File: src/rtl/pwm_pkg.sv
// Shared constants for the PWM duty sequencer: default duty width, duty ceiling
// and the controller's state encoding.
package pwm_pkg;

  localparam int DW       = 3;
  localparam int DUTY_MAX = 2**DW - 1;

  localparam logic [2:0] S_INIT = 3'd0;
  localparam logic [2:0] S_IDLE = 3'd1;
  localparam logic [2:0] S_LOAD = 3'd2;
  localparam logic [2:0] S_WAIT = 3'd3;
  localparam logic [2:0] S_STEP = 3'd4;
  localparam logic [2:0] S_FIN  = 3'd5;

endpackage

File: src/rtl/pwm_step_timer.sv
// Ramp pacing counter: counts 0..STEP_DIV-1 while enabled and flags the last
// count, so the controller takes one step per STEP_DIV clocks spent waiting.
module pwm_step_timer #(
  parameter int STEP_DIV = 16
) (
  input  logic clk,
  input  logic rst,
  input  logic clr,
  input  logic en,
  output logic tc
);

  localparam int CW = (STEP_DIV > 2) ? $clog2(STEP_DIV) : 1;
  localparam logic [CW-1:0] LAST = CW'(STEP_DIV - 1);
  localparam logic [CW-1:0] ONE  = CW'(1);

  logic [CW-1:0] cnt;

  always_ff @(posedge clk or posedge rst) begin
    if (rst) begin
      cnt <= '0;
    end else if (clr) begin
      cnt <= '0;
    end else if (en) begin
      cnt <= (cnt == LAST) ? '0 : cnt + ONE;
    end
  end

  assign tc = en && (cnt == LAST);

endmodule

File: src/rtl/pwm_ramp_ctrl.sv
// Duty sequencer in front of the PWM generator: takes target-duty commands and
// reaches them by a direct sync load or a paced inc/dec ramp, keeping a shadow duty.
//
// state  | meaning
// INIT   | re-synchronise the generator to INIT_DUTY after reset
// IDLE   | ready for a command
// LOAD   | drive pwm_load with the target duty
// WAIT   | pace the ramp until the step timer expires
// STEP   | issue one inc or dec pulse toward the target
// FIN    | pulse done, then return to IDLE
module pwm_ramp_ctrl #(
  parameter int DW        = 3,
  parameter int STEP_DIV  = 16,
  parameter int INIT_DUTY = 0
) (
  input  logic          clk,
  input  logic          rst,
  input  logic          cmd_valid,
  output logic          cmd_ready,
  input  logic [DW-1:0] cmd_target,
  input  logic          cmd_load,
  input  logic          abort,
  output logic          pwm_load,
  output logic [DW-1:0] pwm_duty,
  output logic          pwm_inc,
  output logic          pwm_dec,
  output logic [DW-1:0] cur_duty,
  output logic          busy,
  output logic          done
);

  import pwm_pkg::*;

  localparam logic [DW-1:0] ONE      = DW'(1);
  localparam logic [DW-1:0] INIT_VAL = DW'(INIT_DUTY);

  logic [2:0]    state;
  logic [2:0]    state_nxt;
  logic [DW-1:0] tgt;
  logic          step_up;
  logic [DW-1:0] step_to;
  logic          step_tc;
  logic          accept;

  assign accept  = cmd_valid && cmd_ready;
  assign step_up = tgt > cur_duty;
  assign step_to = step_up ? cur_duty + ONE : cur_duty - ONE;

  // Cleared on every entry into WAIT so each step gets a full STEP_DIV interval.
  pwm_step_timer #(.STEP_DIV(STEP_DIV)) u_timer (
    .clk (clk),
    .rst (rst),
    .clr ((state == S_IDLE) || (state == S_STEP)),
    .en  (state == S_WAIT),
    .tc  (step_tc)
  );

  always_comb begin
    state_nxt = state;
    case (state)
      S_INIT: state_nxt = S_IDLE;
      S_IDLE: begin
        if (accept) begin
          if (cmd_load)                    state_nxt = S_LOAD;
          else if (cmd_target == cur_duty) state_nxt = S_FIN;
          else                             state_nxt = S_WAIT;
        end
      end
      S_LOAD: state_nxt = S_FIN;
      S_WAIT: begin
        if (abort)        state_nxt = S_FIN;
        else if (step_tc) state_nxt = S_STEP;
      end
      S_STEP: begin
        if (abort || (step_to == tgt)) state_nxt = S_FIN;
        else                           state_nxt = S_WAIT;
      end
      S_FIN:   state_nxt = S_IDLE;
      default: state_nxt = S_INIT;
    endcase
  end

  always_ff @(posedge clk or posedge rst) begin
    if (rst) begin
      state     <= S_INIT;
      tgt       <= '0;
      cur_duty  <= '0;
      pwm_load  <= 1'b0;
      pwm_duty  <= INIT_VAL;
      pwm_inc   <= 1'b0;
      pwm_dec   <= 1'b0;
      cmd_ready <= 1'b0;
      busy      <= 1'b0;
      done      <= 1'b0;
    end else begin
      state     <= state_nxt;
      cmd_ready <= (state_nxt == S_IDLE);
      busy      <= (state_nxt != S_IDLE);
      pwm_load  <= 1'b0;
      pwm_inc   <= 1'b0;
      pwm_dec   <= 1'b0;
      done      <= 1'b0;
      case (state)
        S_INIT: begin
          pwm_load <= 1'b1;
          pwm_duty <= INIT_VAL;
          cur_duty <= INIT_VAL;
        end
        S_IDLE: begin
          if (accept) tgt <= cmd_target;
        end
        S_LOAD: begin
          pwm_load <= 1'b1;
          pwm_duty <= tgt;
          cur_duty <= tgt;
        end
        S_STEP: begin
          // abort wins over a step due in the same cycle
          if (!abort) begin
            pwm_inc  <= step_up;
            pwm_dec  <= !step_up;
            cur_duty <= step_to;
          end
        end
        S_FIN:   done <= 1'b1;
        default: ;
      endcase
    end
  end

endmodule

File: config.mk
export PLATFORM = sky130hd
export DESIGN_NAME = pwm_ramp_ctrl
export DESIGN_NICKNAME = d
export VERILOG_FILES = /design/src/rtl/pwm_pkg.sv /design/src/rtl/pwm_step_timer.sv /design/src/rtl/pwm_ramp_ctrl.sv
export SDC_FILE = /design/constraint.sdc
export NUM_CORES = 1
export LEC_CHECK = 0
export ABC_AREA = 1
export BUFFER_PORTS_ARGS = -buffer_cell sky130_fd_sc_hd__buf_4
export CAP_MARGIN = 20
export CORE_MARGIN = 5
export CORE_UTILIZATION = 54
export DETAILED_ROUTE_END_ITERATION = 10
export PLACE_DENSITY = 0.74
export SLEW_MARGIN = 20
export SYNTH_ARGS = -nofsm -noshare
export SYNTH_HDL_FRONTEND = slang
export SYNTH_SLANG_ARGS = --single-unit
File: constraint.sdc
create_clock -name clk -period 3 [get_ports clk]
set_clock_uncertainty 0.05 [all_clocks]
set_input_delay 0.3 -clock clk [delete_from_list [all_inputs] [get_ports clk]]
set_output_delay 0.3 -clock clk [all_outputs]
set_load 0.02 [all_outputs]
==> out/qor.yml <==
rsz0062_at_grt: "false"
clk_path_buf_depth: 2
r2r-start: "cur_duty[2]"
grt_pass1_wl_mm: 4.40
clk_pin_slew_worst_paths_ns: 0.13
antenna_left: 0
fmax_mhz: 378
gp_congestion: 0.842
synth_cells: 144
vias_per_cell: 5.27
tns_ns: 0
core_mm2: 0.00217
setup_violations: 0
nFillCells: 194
powerDensity_mw_per_mm2: 1130
tritoncts: "done"
wl_per_cell_um: 12.9
r2r_slack_ns: 0.35
synthMuxAreaShare: 0
cts_num_sinks: 22
wl_met2_mm: 1.11
grt_start_max_net_pins: 23
synthAdderAreaFrac: 0.0582
crit_fanout: 4
cp.required_ns: 3.16
r2r_cells: 15
drc: 0
dieWidth_um: 57.2
cts_max_level: 1
leakage_nw: 0.720
io_buffers: 19
cts_setup_buffers: 0
synth_compound_area_frac: 0.115
hold_violations: 0
clk_latency_ns: 0.31
first_global_vias: 1005
cts_hold_buf: 0
highest_layer: "met4"
cp-start-kind: "flop"
r2r_end: "busy"
yosysWarnings: 0
worstPathArrival_ns: 2.81
end_kind: "flop"
start_util: 0.555
fin_crit_sh: 0.883
diodes: 0
synth_xor_area_frac: 0.0146
firstDrtPassIters: 4
grtUsageTotal: 0.171
numCtsBuffers: 3
maxCapViolations: 0
dr_wl_met3_um: 187
finalNonFillerCells: 195
antenna_found_initial: 0
worstSetupPathType: "flop to flop"
rows: 17
layout.nets: 181
vias: 1027
drt-met1-wl_mm: 1.15
finalMaxSlewViolations: 0
cts_resized: 0
synth_top_family_by_area: "simple AND/OR/NAND/NOR gates"
ys_seq_elements: 22
place_inst: 191
dieHeight_um: 57.2
ios: 20
outcome: "finished clean"
synthesis.area_mm2: 0.00120
synth_nets: 157
finalCriticalPeriod_ns: 2.65
worst_pin_slew_ns: 0.846
drt_iter0_drc: 28
hpwl_mm: 1.94
die-area_mm2: 0.00327
slew_headroom: 0.435
clock-root-buffer: "clkbuf_4"
hp-class: "input port to async pin"
grt_overflow_total: 0
ys_seq_area_frac: 0.457
synthDistinctLibCells: 26
routed_wl_mm: 2.51
postSynthAreaPerCell_um2: 8.36
synthToLayoutAreaGrowth_pct: 17.8
drive_gt1_frac: 0.275
peakVddDrop_uv: 639
utilization: 0.653
fin_hold_ws_ns: 0.0914
yosys.area_share.simple: 0.292
## final cells by class
cell class                      instances  area (um^2)  share of cell area
Multi-Input combinational cell        102          578               0.408
Tap cell                               28         35.0              0.0247
Clock buffer                            4         36.3              0.0256
Timing Repair Buffer                   19          143               0.101
Inverter                               20         75.1              0.0530
Sequential cell                        22          551               0.388
## synthesized netlist by cell type
master / instances / area (um^2)
nand2_1: 36 / 135
dfrtp_1: 22 / 551
nor2_1: 15 / 56.3
inv_1: 13 / 48.8
inv_2: 7 / 26.3
nand3_1: 7 / 35.0
o21ai_0: 7 / 35.0
a21oi_1: 4 / 20.0
ha_1: 4 / 50.1
nand2_2: 4 / 25.0
a21oi_2: 3 / 26.3
o21ai_1: 3 / 15.0
nand3_2: 2 / 20.0
nor2_2: 2 / 12.5
nor2_4: 2 / 22.5
nor3_1: 2 / 10.0
xnor2_1: 2 / 17.5
a211oi_2: 1 / 12.5
a21o_1: 1 / 7.51
a31oi_1: 1 / 6.26
a32o_1: 1 / 10.0
fa_1: 1 / 20.0
nand2_4: 1 / 11.3
nand3b_1: 1 / 7.51
nor3_4: 1 / 16.3
o22ai_1: 1 / 6.26
## power by group
part | internal, mW | switching (mW) | total (mW)
Clock | 0.0742 | 0.0939 | 0.168
Combinational | 0.359 | 0.578 | 0.938
Sequential | 0.406 | 0.0961 | 0.502
## stage by stage
stage | worst slack [ns] | area (um^2) | total power, mW
final | 0.351 | 1420 | 1.61
after CTS | 0.383 | 1420 | 1.61
after detailed placement | 0.443 | 1380 | 1.44
after floorplan | 0.508 | 1200 | 1.19
after global placement | 0.520 | 1380 | 1.40
after global routing | 0.107 | 1420 | 1.75
## worst max-delay path, stage by stage (launching register included)
cell     delay, ns
dfrtp_1       0.44
inv_2         0.07
ha_1          0.35
a21oi_2       0.16
nand2_1       0.08
nand2_1       0.11
inv_1         0.07
fa_1          0.38
xnor2_1       0.19
nand3_1       0.12
nand2_1       0.11
nand2_1       0.07
nand3_2       0.08
nand2_2       0.06
a21oi_1       0.15
nand2_2       0.05
## registers in the layout, summed over array words and instances (netlist names), 3 cells and up
name and cells:
u_timer.cnt 4, tgt 3, cur_duty 3, state 3, pwm_duty 3
## metal layers
metal / track usage / vias up
li1: - / 508
met1: 0.238 / 468
met2: 0.263 / 44
met3: 0.0317 / 7
met4: 0.0695 / 0
met5: 0 / -
## cells by family after synthesis
logic type / count (synthesis)
flip-flops: 22
AND/OR/NAND/NOR: 73
adder cells (fa/ha/maj): 5
buffers and inverters: 20
AO/OA/AOI/OAI: 22
XOR/XNOR: 2
## how the worst max path moves through the flow
stage | from | endpoint | slack (ns) | cells past startpoint
floorplan | cur_duty[2] | busy | 0.51 | 15
global placement | cur_duty[2] | busy | 0.52 | 15
detailed placement | cur_duty[2] | busy | 0.44 | 17
CTS | cur_duty[2] | busy | 0.38 | 17
global route | cur_duty[2] | busy | 0.11 | 17
finish | cur_duty[2] | busy | 0.35 | 15
## cells in the final DEF (no fill, tap or decap)
cell,synthesis,layout
nand2_1,36,36
dfrtp_1,22,22
buf_4,0,19
nor2_1,15,15
inv_1,13,13
inv_2,7,7
nand3_1,7,7
o21ai_0,7,7
a21oi_1,4,4
nand2_2,4,4
ha_1,4,4
a21oi_2,3,3
o21ai_1,3,3
clkbuf_4,0,3
nor2_2,2,2
nor2_4,2,2
xnor2_1,2,2
nand3_2,2,2
nor3_1,2,2
nand2_4,1,1
a32o_1,1,1
nor3_4,1,1
o22ai_1,1,1
a21o_1,1,1
nand3b_1,1,1
a211oi_2,1,1
a31oi_1,1,1
fa_1,1,1
clkbuf_8,0,1
(Power assumes the default switching activity.)
